## src/rtl/mulk_pkg.sv

```systemverilog
// Shared defaults and helpers for the K-multiplier pipeline.
package mulk_pkg;

  localparam int DEF_A_W   = 16;
  localparam int DEF_B_W   = 20;
  localparam int DEF_P_W   = 30;
  localparam int DEF_SHIFT = 4;
  localparam int DEF_LAT   = 3;

  // Full-precision product width of an a_w x b_w unsigned multiply
  function automatic int prod_width(input int a_w, input int b_w);
    return a_w + b_w;
  endfunction

endpackage

```

## src/rtl/mulk_round_sat.sv

```systemverilog
// Combinational right shift, optional round-half-up and saturation to P_W bits.
// Build option: MULK_ROUND_EN adds 2^(SHIFT-1) before the shift.
module mulk_round_sat #(
  parameter int IN_W  = 36,
  parameter int SHIFT = 4,
  parameter int P_W   = 30
) (
  input  logic [IN_W-1:0] prod,
  output logic [P_W-1:0]  res,
  output logic            sat
);

`ifdef MULK_ROUND_EN
  // One extra bit so the rounding add cannot wrap
  localparam int SUM_W = IN_W + 1;
`else
  localparam int SUM_W = IN_W;
`endif

  logic [SUM_W-1:0] sum;
  logic [SUM_W-1:0] q;

`ifdef MULK_ROUND_EN
  if (SHIFT > 0) begin : g_round
    assign sum = SUM_W'(prod) + (SUM_W'(1) << (SHIFT - 1));
  end else begin : g_no_round
    assign sum = SUM_W'(prod);
  end
`else
  assign sum = prod;
`endif

  assign q = sum >> SHIFT;

  // Any bit above the result width means the value does not fit
  if (SUM_W > P_W) begin : g_sat
    assign sat = |q[SUM_W-1:P_W];
  end else begin : g_no_sat
    assign sat = 1'b0;
  end

  // Clamp to all ones on overflow, otherwise pass the low P_W bits
  always_comb begin
    res = P_W'(q);
    if (sat) res = '1;
  end

endmodule

```

## src/rtl/mul_k_pipe.sv

```systemverilog
// Pipelined unsigned sample x K multiplier with valid/ready flow control,
// shift, saturation and a sticky saturation flag.
// Build option: MULK_ROUND_EN enables round-half-up before the shift.
module mul_k_pipe
  import mulk_pkg::*;
#(
  parameter int A_W   = DEF_A_W,
  parameter int B_W   = DEF_B_W,
  parameter int P_W   = DEF_P_W,
  parameter int SHIFT = DEF_SHIFT,
  parameter int LAT   = DEF_LAT
) (
  input  logic           clk,
  input  logic           rst_n,
  input  logic           in_valid,
  output logic           in_ready,
  input  logic [A_W-1:0] sqrt_poly_in,
  input  logic [B_W-1:0] co_k,
  input  logic           co_k_load,
  output logic           out_valid,
  input  logic           out_ready,
  output logic [P_W-1:0] mid_mul_k,
  output logic           sat,
  output logic           sat_sticky,
  input  logic           sat_clr
);

  localparam int PROD_W = prod_width(A_W, B_W);

  logic              adv;
  logic [B_W-1:0]    coef;
  logic              s1_valid;
  logic [A_W-1:0]    s1_a;
  logic [B_W-1:0]    s1_k;
  logic [PROD_W-1:0] prod_c;
  logic [PROD_W-1:0] fin_prod;
  logic              fin_valid;
  logic [P_W-1:0]    rs_res;
  logic              rs_sat;

  // Global enable: the whole pipe moves unless the output is held
  assign adv      = !out_valid || out_ready;
  assign in_ready = adv;

  // Coefficient register loads regardless of stalls
  always_ff @(posedge clk or negedge rst_n) begin
    if (!rst_n)         coef <= '0;
    else if (co_k_load) coef <= co_k;
  end

  // Stage 1: capture the sample with the K in force at accept (bypass on load)
  always_ff @(posedge clk or negedge rst_n) begin
    if (!rst_n) begin
      s1_valid <= 1'b0;
      s1_a     <= '0;
      s1_k     <= '0;
    end else if (adv) begin
      s1_valid <= in_valid;
      s1_a     <= sqrt_poly_in;
      s1_k     <= co_k_load ? co_k : coef;
    end
  end

  assign prod_c = PROD_W'(s1_a) * PROD_W'(s1_k);

  if (LAT == 2) begin : g_direct
    // Multiply and round/saturate share the final stage
    assign fin_prod  = prod_c;
    assign fin_valid = s1_valid;
  end else begin : g_pipe
    localparam int unsigned NP = LAT - 2;
    logic [PROD_W-1:0] prod_q [NP];
    logic [NP-1:0]     pv;

    // Product stages 2..LAT-1; retiming spreads the multiplier across them
    always_ff @(posedge clk or negedge rst_n) begin
      if (!rst_n) begin
        pv <= '0;
        for (int unsigned i = 0; i < NP; i++) prod_q[i] <= '0;
      end else if (adv) begin
        pv[0]     <= s1_valid;
        prod_q[0] <= prod_c;
        for (int unsigned i = 1; i < NP; i++) begin
          pv[i]     <= pv[i-1];
          prod_q[i] <= prod_q[i-1];
        end
      end
    end

    assign fin_prod  = prod_q[NP-1];
    assign fin_valid = pv[NP-1];
  end

  mulk_round_sat #(
    .IN_W  (PROD_W),
    .SHIFT (SHIFT),
    .P_W   (P_W)
  ) u_round_sat (
    .prod (fin_prod),
    .res  (rs_res),
    .sat  (rs_sat)
  );

  // Final stage: register the shifted, saturated result
  always_ff @(posedge clk or negedge rst_n) begin
    if (!rst_n) begin
      out_valid <= 1'b0;
      mid_mul_k <= '0;
      sat       <= 1'b0;
    end else if (adv) begin
      out_valid <= fin_valid;
      mid_mul_k <= rs_res;
      sat       <= rs_sat;
    end
  end

  // Sticky flag: set on a delivered saturated beat, clear has priority
  always_ff @(posedge clk or negedge rst_n) begin
    if (!rst_n)                              sat_sticky <= 1'b0;
    else if (sat_clr)                        sat_sticky <= 1'b0;
    else if (out_valid && out_ready && sat)  sat_sticky <= 1'b1;
  end

endmodule

```

## config.mk

```make
export PLATFORM = sky130hd
export DESIGN_NAME = mul_k_pipe
export DESIGN_NICKNAME = d
export VERILOG_FILES = /design/src/rtl/mulk_pkg.sv /design/src/rtl/mulk_round_sat.sv /design/src/rtl/mul_k_pipe.sv
export SDC_FILE = /design/constraint.sdc
export NUM_CORES = 1
export LEC_CHECK = 0
export BUFFER_PORTS_ARGS = -buffer_cell sky130_fd_sc_hd__buf_2
export CORE_ASPECT_RATIO = 1.25
export CORE_UTILIZATION = 50
export DETAILED_ROUTE_END_ITERATION = 8
export HOLD_SLACK_MARGIN = 0.08
export PLACE_DENSITY = 0.67
export SLEW_MARGIN = 5
export SYNTH_ARGS = -nofsm -noshare
export SYNTH_HDL_FRONTEND = slang
export SYNTH_SLANG_ARGS = --single-unit
export TNS_END_PERCENT = 10
```

## constraint.sdc

```tcl
create_clock -name clk -period 17.5 [get_ports clk]
set_input_delay 2.625 -clock clk [delete_from_list [all_inputs] [get_ports clk]]
set_output_delay 2.625 -clock clk [all_outputs]
set_load 0.005 [all_outputs]
```

==> results of run 1 <==
-- metal layers --
layer  up-vias  track usage  wire length [um]
li1       5116            -                 -
met5         -            0                 0
met3        70       0.0504              2280
met1      5572        0.361             16500
met2       353        0.427             17800
met4         0       0.0755               722
-- per-stage QoR --
| stage | hold slack, ns | cells | util | setup WS [ns] |
|---|---|---|---|---|
| after global placement | 0.449 | 2061 | 0.534 | 10.62 |
| after floorplan | 0.430 | 1671 | - | 11.51 |
| after global routing | 0.502 | 2092 | 0.554 | 10.43 |
| final | 0.467 | 2092 | 0.554 | 10.63 |
| after CTS | 0.472 | 2092 | 0.554 | 10.63 |
| after detailed placement | 0.458 | 2061 | 0.534 | 10.63 |
-- registers in the layout (all words and copies together), names as in the netlist --
name and cells:
coef 20, fin_prod 32, fin_valid 1, mid_mul_k 30, out_valid 1, s1_a 16
s1_k 20, s1_valid 1, sat 1, sat_sticky 1
-- cells in the mapped netlist (3+ instances only) --
cell type / count / area (um2)
sky130_fd_sc_hd__nand2_1: 328 / 1230
sky130_fd_sc_hd__inv_1: 269 / 1010
sky130_fd_sc_hd__fa_1: 250 / 5000
sky130_fd_sc_hd__and2_1: 146 / 913
sky130_fd_sc_hd__dfrtp_1: 123 / 3080
sky130_fd_sc_hd__ha_1: 105 / 1310
sky130_fd_sc_hd__nor2_1: 95 / 357
sky130_fd_sc_hd__clkbuf_1: 80 / 300
sky130_fd_sc_hd__a21oi_1: 54 / 270
sky130_fd_sc_hd__nand3_1: 36 / 180
sky130_fd_sc_hd__mux2_2: 20 / 225
sky130_fd_sc_hd__o21ai_0: 20 / 100
sky130_fd_sc_hd__xnor2_1: 19 / 166
sky130_fd_sc_hd__xor2_1: 11 / 96.3
sky130_fd_sc_hd__a21o_1: 10 / 75.1
sky130_fd_sc_hd__nand4_1: 10 / 62.6
sky130_fd_sc_hd__nor3_1: 7 / 35.0
sky130_fd_sc_hd__o211ai_1: 5 / 37.5
sky130_fd_sc_hd__a211oi_1: 4 / 30.0
sky130_fd_sc_hd__and3_1: 4 / 25.0
sky130_fd_sc_hd__o21a_1: 4 / 30.0
sky130_fd_sc_hd__o21ai_1: 4 / 20.0
sky130_fd_sc_hd__a211oi_2: 3 / 37.5
sky130_fd_sc_hd__a31oi_1: 3 / 18.8
sky130_fd_sc_hd__buf_2: 3 / 15.0
sky130_fd_sc_hd__nor2b_1: 3 / 18.8
sky130_fd_sc_hd__o21ba_2: 3 / 30.0
sky130_fd_sc_hd__or3_1: 3 / 18.8
-- layout by cell type, fill, tap and decap left out, types with 3 or more instances in the layout --
master | netlist | layout
sky130_fd_sc_hd__a211oi_2 | 3 | 3
sky130_fd_sc_hd__and2_1 | 146 | 146
sky130_fd_sc_hd__nand4_1 | 10 | 10
sky130_fd_sc_hd__a31oi_1 | 3 | 3
sky130_fd_sc_hd__or3_1 | 3 | 3
sky130_fd_sc_hd__o21ba_2 | 3 | 3
sky130_fd_sc_hd__nand2_1 | 328 | 328
sky130_fd_sc_hd__o21a_1 | 4 | 4
sky130_fd_sc_hd__nor3_1 | 7 | 7
sky130_fd_sc_hd__o211ai_1 | 5 | 5
sky130_fd_sc_hd__xnor2_1 | 19 | 19
sky130_fd_sc_hd__xor2_1 | 11 | 11
sky130_fd_sc_hd__o21ai_0 | 20 | 19
sky130_fd_sc_hd__bufinv_16 | 0 | 3
sky130_fd_sc_hd__a21oi_1 | 54 | 54
sky130_fd_sc_hd__fa_1 | 250 | 250
sky130_fd_sc_hd__dfrtp_1 | 123 | 123
sky130_fd_sc_hd__a21o_1 | 10 | 10
sky130_fd_sc_hd__ha_1 | 105 | 105
sky130_fd_sc_hd__buf_2 | 3 | 74
sky130_fd_sc_hd__nor2_1 | 95 | 95
sky130_fd_sc_hd__o21ai_1 | 4 | 4
sky130_fd_sc_hd__and3_1 | 4 | 4
sky130_fd_sc_hd__clkbuf_16 | 0 | 17
sky130_fd_sc_hd__inv_1 | 269 | 269
sky130_fd_sc_hd__buf_4 | 1 | 6
sky130_fd_sc_hd__mux2_2 | 20 | 20
sky130_fd_sc_hd__nand3_1 | 36 | 36
sky130_fd_sc_hd__a211oi_1 | 4 | 4
-- final timing paths --
path | slack, ns | end | startpoint
setup / recovery | 10.63 | in_ready | out_ready
hold / removal | 0.47 | fin_valid$_DFFE_PN0P_ | fin_valid$_DFFE_PN0P_
setup reg to reg | 10.80 | fin_prod[30]$_DFFE_PN0P_ | s1_a[10]$_DFFE_PN0P_
hold reg to reg | 0.47 | fin_valid$_DFFE_PN0P_ | fin_valid$_DFFE_PN0P_
max in group asynchronous | 14.02 | s1_a[11]$_DFFE_PN0P_ | rst_n
min in group asynchronous | 2.14 | mid_mul_k[3]$_DFFE_PN0P_ | rst_n
-- worst max-delay path: stages --
cell	delay, ns
sky130_fd_sc_hd__buf_2	0.12
sky130_fd_sc_hd__nor2b_4	0.09
sky130_fd_sc_hd__buf_4	0.76
sky130_fd_sc_hd__inv_4	0.38
sky130_fd_sc_hd__buf_2	0.25
-- logic make-up after synthesis --
| family | count (synthesis) | synth area share |
|---|---|---|
| AOI/OAI and AO/OA | 142 | 0.0651 |
| xor gates and xnor gates | 30 | 0.0173 |
| adders and majority gates | 355 | 0.417 |
| buffers and inverters | 357 | 0.0894 |
| DFF | 123 | 0.203 |
| muxes | 20 | 0.0149 |
| and+or+nand+nor | 644 | 0.194 |
-- final cells by class --
| type | instances | share of cell area |
|---|---|---|
| clock buffers | 21 | 0.0281 |
| clock inverters | 10 | 0.00864 |
| flip-flops and latches | 123 | 0.188 |
| multi-input cells | 1191 | 0.657 |
| inverters | 270 | 0.0621 |
| repair buffers | 81 | 0.0261 |
| well taps | 396 | 0.0303 |
==> impl_metrics.ini, run 1 <==
[setup_path]
crit_required_ns = 14.88
cp_max_fo = 93
critical_path_class = in2out
critical_path.endpoint_type = output pin
worst-r2r-cell-count = 18
worst_setup_path_start_kind = input port
cp.arrival_ns = 4.24

[drt]
routedWlPerCell_um = 17.8
drtPass1Iterations = 5
antenna_left = 0
drt_drc_violations_left = 0
vias = 11100
route.final.wire_length_um = 37300
drt-vias-per-instance = 5.31
iteration_0_drc_markers = 572

[synthesis]
asyncSetResetFlopFracSynth = 1.00
synth_enable_flop_cells = 0
postSynthNetCount = 2068
synth.cell_area_mm2 = 0.0152
syn_inst = 1671
synth_area_per_cell_um2 = 9.07
synth.ff_latch_count = 123
ys_dominant_reg_cell = sky130_fd_sc_hd__dfrtp_1
synth.yosys.seq_area_share = 0.203
synth-warning-count = 0
number_of_unique_standard_cell_types_used_by_synthesis = 68

[timing]
worst-slew-pin-transition_ns = 1.02
timing.max_slew.rel_slack = 0.319
final_min_period_over_clock_period = 0.392
setup-violations-final = 0
timing_max_transition_violations_final = 0
fin_tns_setup_ns = 0
finalWorstPathRequiredPeriod_ns = 6.87
max_clock_freq_mhz = 146
finalHoldViolations = 0
skew_ns = 0.0102
setup_repair_after_global_routing_missed_its_margin = no

[cts]
cts-root-buf = sky130_fd_sc_hd__clkbuf_16
numCtsBuffers = 17
cts_stage_hold_buffer_count = 0
postCtsSetupBuffers = 0
cts_num_sinks = 123
clock_insertion_delay_worst_skew_ns = 0.43
maximum_level_of_the_cts_h_tree = 4
cts.reportedPaths.clkPinSlew_ns = 0.06
clock_tree_from_tritoncts = built
clock_tree.buffer_depth = 2
cts-resized-gates = 0

[job]
cap_violations = 0

[layout]
fillers = 2661
final_net_count = 2081
multi_input_area_mm2 = 0.0107
n_antenna_cell = 0
final_layout_size_suffix_gt1_frac = 0.0926
ff_latch_area_mm2 = 0.00308
synthToLayoutAreaGrowth_pct = 7.89
design_area_mm2 = 0.0164

[global_routing]
largest_net_degree_at_the_start_of_global_routing = 94
number_of_antenna_violations_at_the_first_check_in_global_routing = 0
grt_pass1_wl_um = 62300
gr-usage-all-layers = 0.264
grt_pass1_vias = 12000
remaining_overflow_grt = 0

[die]
top_level_ports = 76
chipWidth_um = 158
die_area_mm2 = 0.0310
die_h_um = 197
start_util = 0.514
core_mm2 = 0.0295
fp-row-count = 70

[place]
place.detailed.hpwl_um = 27100
portBuffers = 75
place.gp.congestion = 0.868
placed_area_mm2 = 0.0158

[hold_path]
worst_hold_stages = 2
hp-class = reg2reg

[status]
outcome = finished, final reports clean
Power of run 1 is left out: the tool's default activity adds up to more than one toggle a clock period on the data nets, which glitch-free logic cannot reach.
==> run 2, diff against run 1 <==
- ABC_AREA: not set -> 1
- clock period: 17.5 -> 7.1 ns (I/O delays scaled with it)
==> run 2 against run 1 <==
Non-clock buffer count is 7 higher. Wire length is 6.4% higher. Hold slack hardly changed. Die area is 2.5% higher. Via count is 10% higher. Register-to-register slack worse by 10 ns. Critical path depth is 16 higher. Sequential share of layout area is 0.42 points lower. Synthesized cell count is 18% higher. Cell count is 15% higher.
==> impl_metrics.ini, run 2 <==
[status]
outcome = finished, final reports clean

[layout]
final_net_count = 2379
synthToLayoutAreaGrowth_pct = 7.61
mostFrequentLayoutCell = sky130_fd_sc_hd__nand2_1
n_antenna_cell = 0
largest_register_ff_count = 32
layout.cells.most_common_list = sky130_fd_sc_hd__nand2_1 (663), sky130_fd_sc_hd__inv_1 (456), sky130_fd_sc_hd__fa_1 (250)
final_layout_size_suffix_gt1_frac = 0.0792

[global_routing]
gr-usage-all-layers = 0.268
number_of_antenna_violations_at_the_first_check_in_global_routing = 0
largest_net_degree_at_the_start_of_global_routing = 93
grt_pass1_vias = 12900
remaining_overflow_grt = 0
grt_pass1_wl_um = 65600

[cts]
cts.reportedPaths.clkPinSlew_ns = 0.07
clock_insertion_delay_worst_skew_ns = 0.44
maximum_level_of_the_cts_h_tree = 4
postCtsSetupBuffers = 0
clock_tree.buffer_depth = 2
numCtsBuffers = 17
cts-resized-gates = 0
cts_stage_hold_buffer_count = 0
clock_tree_from_tritoncts = built
cts_num_sinks = 123
cts-root-buf = sky130_fd_sc_hd__clkbuf_16

[drt]
routedWlPerCell_um = 16.5
vias = 12200
drtPass1Iterations = 5
antenna_left = 0
route.final.wire_length_um = 39600
drt-vias-per-instance = 5.10
iteration_0_drc_markers = 745
drt_drc_violations_left = 0

[hold_path]
worst_hold_stages = 2
hp-class = reg2reg
timing.hold.worst.start = fin_valid$_DFFE_PN0P_
worst_hold_path.endpoint = out_valid$_DFFE_PN0P_

[setup_path]
cpMaxStageDelayCell = sky130_fd_sc_hd__dfrtp_1
critical_path.reg2reg.endpoint = fin_prod[21]$_DFFE_PN0P_
worst-r2r-setup-slack_ns = 0.74
critPathTopFamily = adder cells
worst-r2r-cell-count = 21
crit_required_ns = 7.45
critical_path_depth = 21
worstReg2RegStart = s1_a[8]$_DFFE_PN0P_
cp_slowest_stage_delay_ns = 1.03
critical_path_class = reg2reg
cp.arrival_ns = 6.70
critical_path.n_buffers_inverters = 6
critical_path.endpoint_type = flop
worst_setup_path_start_kind = flop
cp_max_fo = 21
critical_path.cell_chain = nand2_1, fa_1, inv_1, fa_1, inv_1, fa_1, inv_1, fa_1, fa_1, inv_1, fa_1, inv_1, ha_1, nand2_1, inv_1, nand2_1, nor3_1, nand4_1, nand3_1, nand2_1, a31oi_1

[die]
die_area_mm2 = 0.0318
die_h_um = 199
top_level_ports = 76
core_mm2 = 0.0304
fp-row-count = 71
start_util = 0.512
chipWidth_um = 160

[timing]
final_min_period_over_clock_period = 0.895
max_clock_freq_mhz = 157
setup_repair_after_global_routing_missed_its_margin = no
finalWorstPathRequiredPeriod_ns = 6.36
setup-violations-final = 0
skew_ns = 0.0116
finalHoldViolations = 0
timing_max_transition_violations_final = 0
worst-slew-pin-transition_ns = 1.10
timing.max_slew.rel_slack = 0.269
fin_tns_setup_ns = 0

[synthesis]
synth_enable_flop_cells = 0
share_of_the_synthesized_area_in_the_top_cell_type = 0.322
ys_dominant_reg_cell = sky130_fd_sc_hd__dfrtp_1
synth.yosys.seq_area_share = 0.198
postSynthNetCount = 2371
synth_top_area_cell = sky130_fd_sc_hd__fa_1
syn_inst = 1974
netlist_top_cells_area = sky130_fd_sc_hd__fa_1 (32%), sky130_fd_sc_hd__dfrtp_1 (20%), sky130_fd_sc_hd__nand2_1 (16%)
yosys.cell_count.top_type = sky130_fd_sc_hd__nand2_1
asyncSetResetFlopFracSynth = 1.00
synth.ff_latch_count = 123
synth.cell_area_mm2 = 0.0156
synth_area_per_cell_um2 = 7.88
number_of_unique_standard_cell_types_used_by_synthesis = 34
synth-warning-count = 0
synth_top_cells_by_count = sky130_fd_sc_hd__nand2_1 (663), sky130_fd_sc_hd__inv_1 (457), sky130_fd_sc_hd__fa_1 (250)

[place]
place.detailed.hpwl_um = 30400
place.gp.congestion = 0.945
portBuffers = 75

[job]
cap_violations = 0
## run 2: cell types whose count changed in the layout (fill, tap and decap cells not counted), moves of 9 or more
cell                      change
sky130_fd_sc_hd__nand3_1     +35
sky130_fd_sc_hd__and2_1     -146
sky130_fd_sc_hd__o21ai_1     +17
sky130_fd_sc_hd__nand2_1    +335
sky130_fd_sc_hd__a21o_1       -9
sky130_fd_sc_hd__nor2_1      -41
sky130_fd_sc_hd__inv_1      +187
sky130_fd_sc_hd__a21oi_1     -13
## run 2: metal layers
layer  wire (um)  GRT usage  up-vias  part of all wire
li1            -          -     5725                 -
met1       16400      0.337     6068              0.41
met2       19700      0.467      355              0.50
met3        2290     0.0432       71             0.058
met4        1230     0.0994        0             0.031
met5           0          0        -                 0
## run 2: layout make-up
cell class                      instances  area (um2)
Clock buffer                           19         443
Clock inverter                         13         134
Fill cell                            2855       13600
Inverter                              461        1730
Timing Repair Buffer                   88         479
Sequential cell                       123        3080
Multi-Input combinational cell       1291       10400
Tap cell                              401         502
## run 2: worst reg2reg max path, delay by kind of cell, from the launching register on
family / cells / cell delay, ns
adder cells (fa/ha/maj): 7 / 3.43
buffers and inverters: 6 / 0.33
flip-flops: 1 / 1.03
AND/OR/NAND/NOR: 7 / 1.29
AO/OA/AOI/OAI: 1 / 0.18
## run 2: metrics by stage
step           cells   util  hold slack, ns  worst slack, ns  area, um2
6_report        2396  0.551           0.467            0.743      16700
5_1_grt         2396  0.551           0.496            0.500      16700
4_1_cts         2396  0.551           0.471            0.803      16700
3_5_place_dp    2364  0.532           0.456            0.842      16200
3_3_place_gp    2364  0.532           0.448            0.913      16200
2_1_floorplan   1974      -           0.420             1.72      15600
## run 2: how the worst max path moves through the flow
| stage | start | endpoint | slack, ns |
|---|---|---|---|
| floorplan | s1_a[1]$_DFFE_PN0P_ | fin_prod[33]$_DFFE_PN0P_ | 1.72 |
| global placement | s1_a[8]$_DFFE_PN0P_ | fin_prod[21]$_DFFE_PN0P_ | 0.91 |
| detailed placement | s1_a[8]$_DFFE_PN0P_ | fin_prod[21]$_DFFE_PN0P_ | 0.84 |
| CTS | s1_a[8]$_DFFE_PN0P_ | fin_prod[21]$_DFFE_PN0P_ | 0.80 |
| global route | s1_a[8]$_DFFE_PN0P_ | fin_prod[21]$_DFFE_PN0P_ | 0.50 |
| finish | s1_a[8]$_DFFE_PN0P_ | fin_prod[21]$_DFFE_PN0P_ | 0.74 |
## run 2: logic make-up (layout without fill, tap and decap cells)
logic type | after synthesis | in the layout | synth area share
xor+xnor | 16 | 16 | 0.00901
fa+ha+maj | 355 | 355 | 0.406
flops | 123 | 123 | 0.198
buf+inv | 560 | 581 | 0.136
simple gates | 813 | 813 | 0.207
mux | 20 | 20 | 0.0145
compound gates | 87 | 87 | 0.0295
Power of run 2 is left out for the same reason.
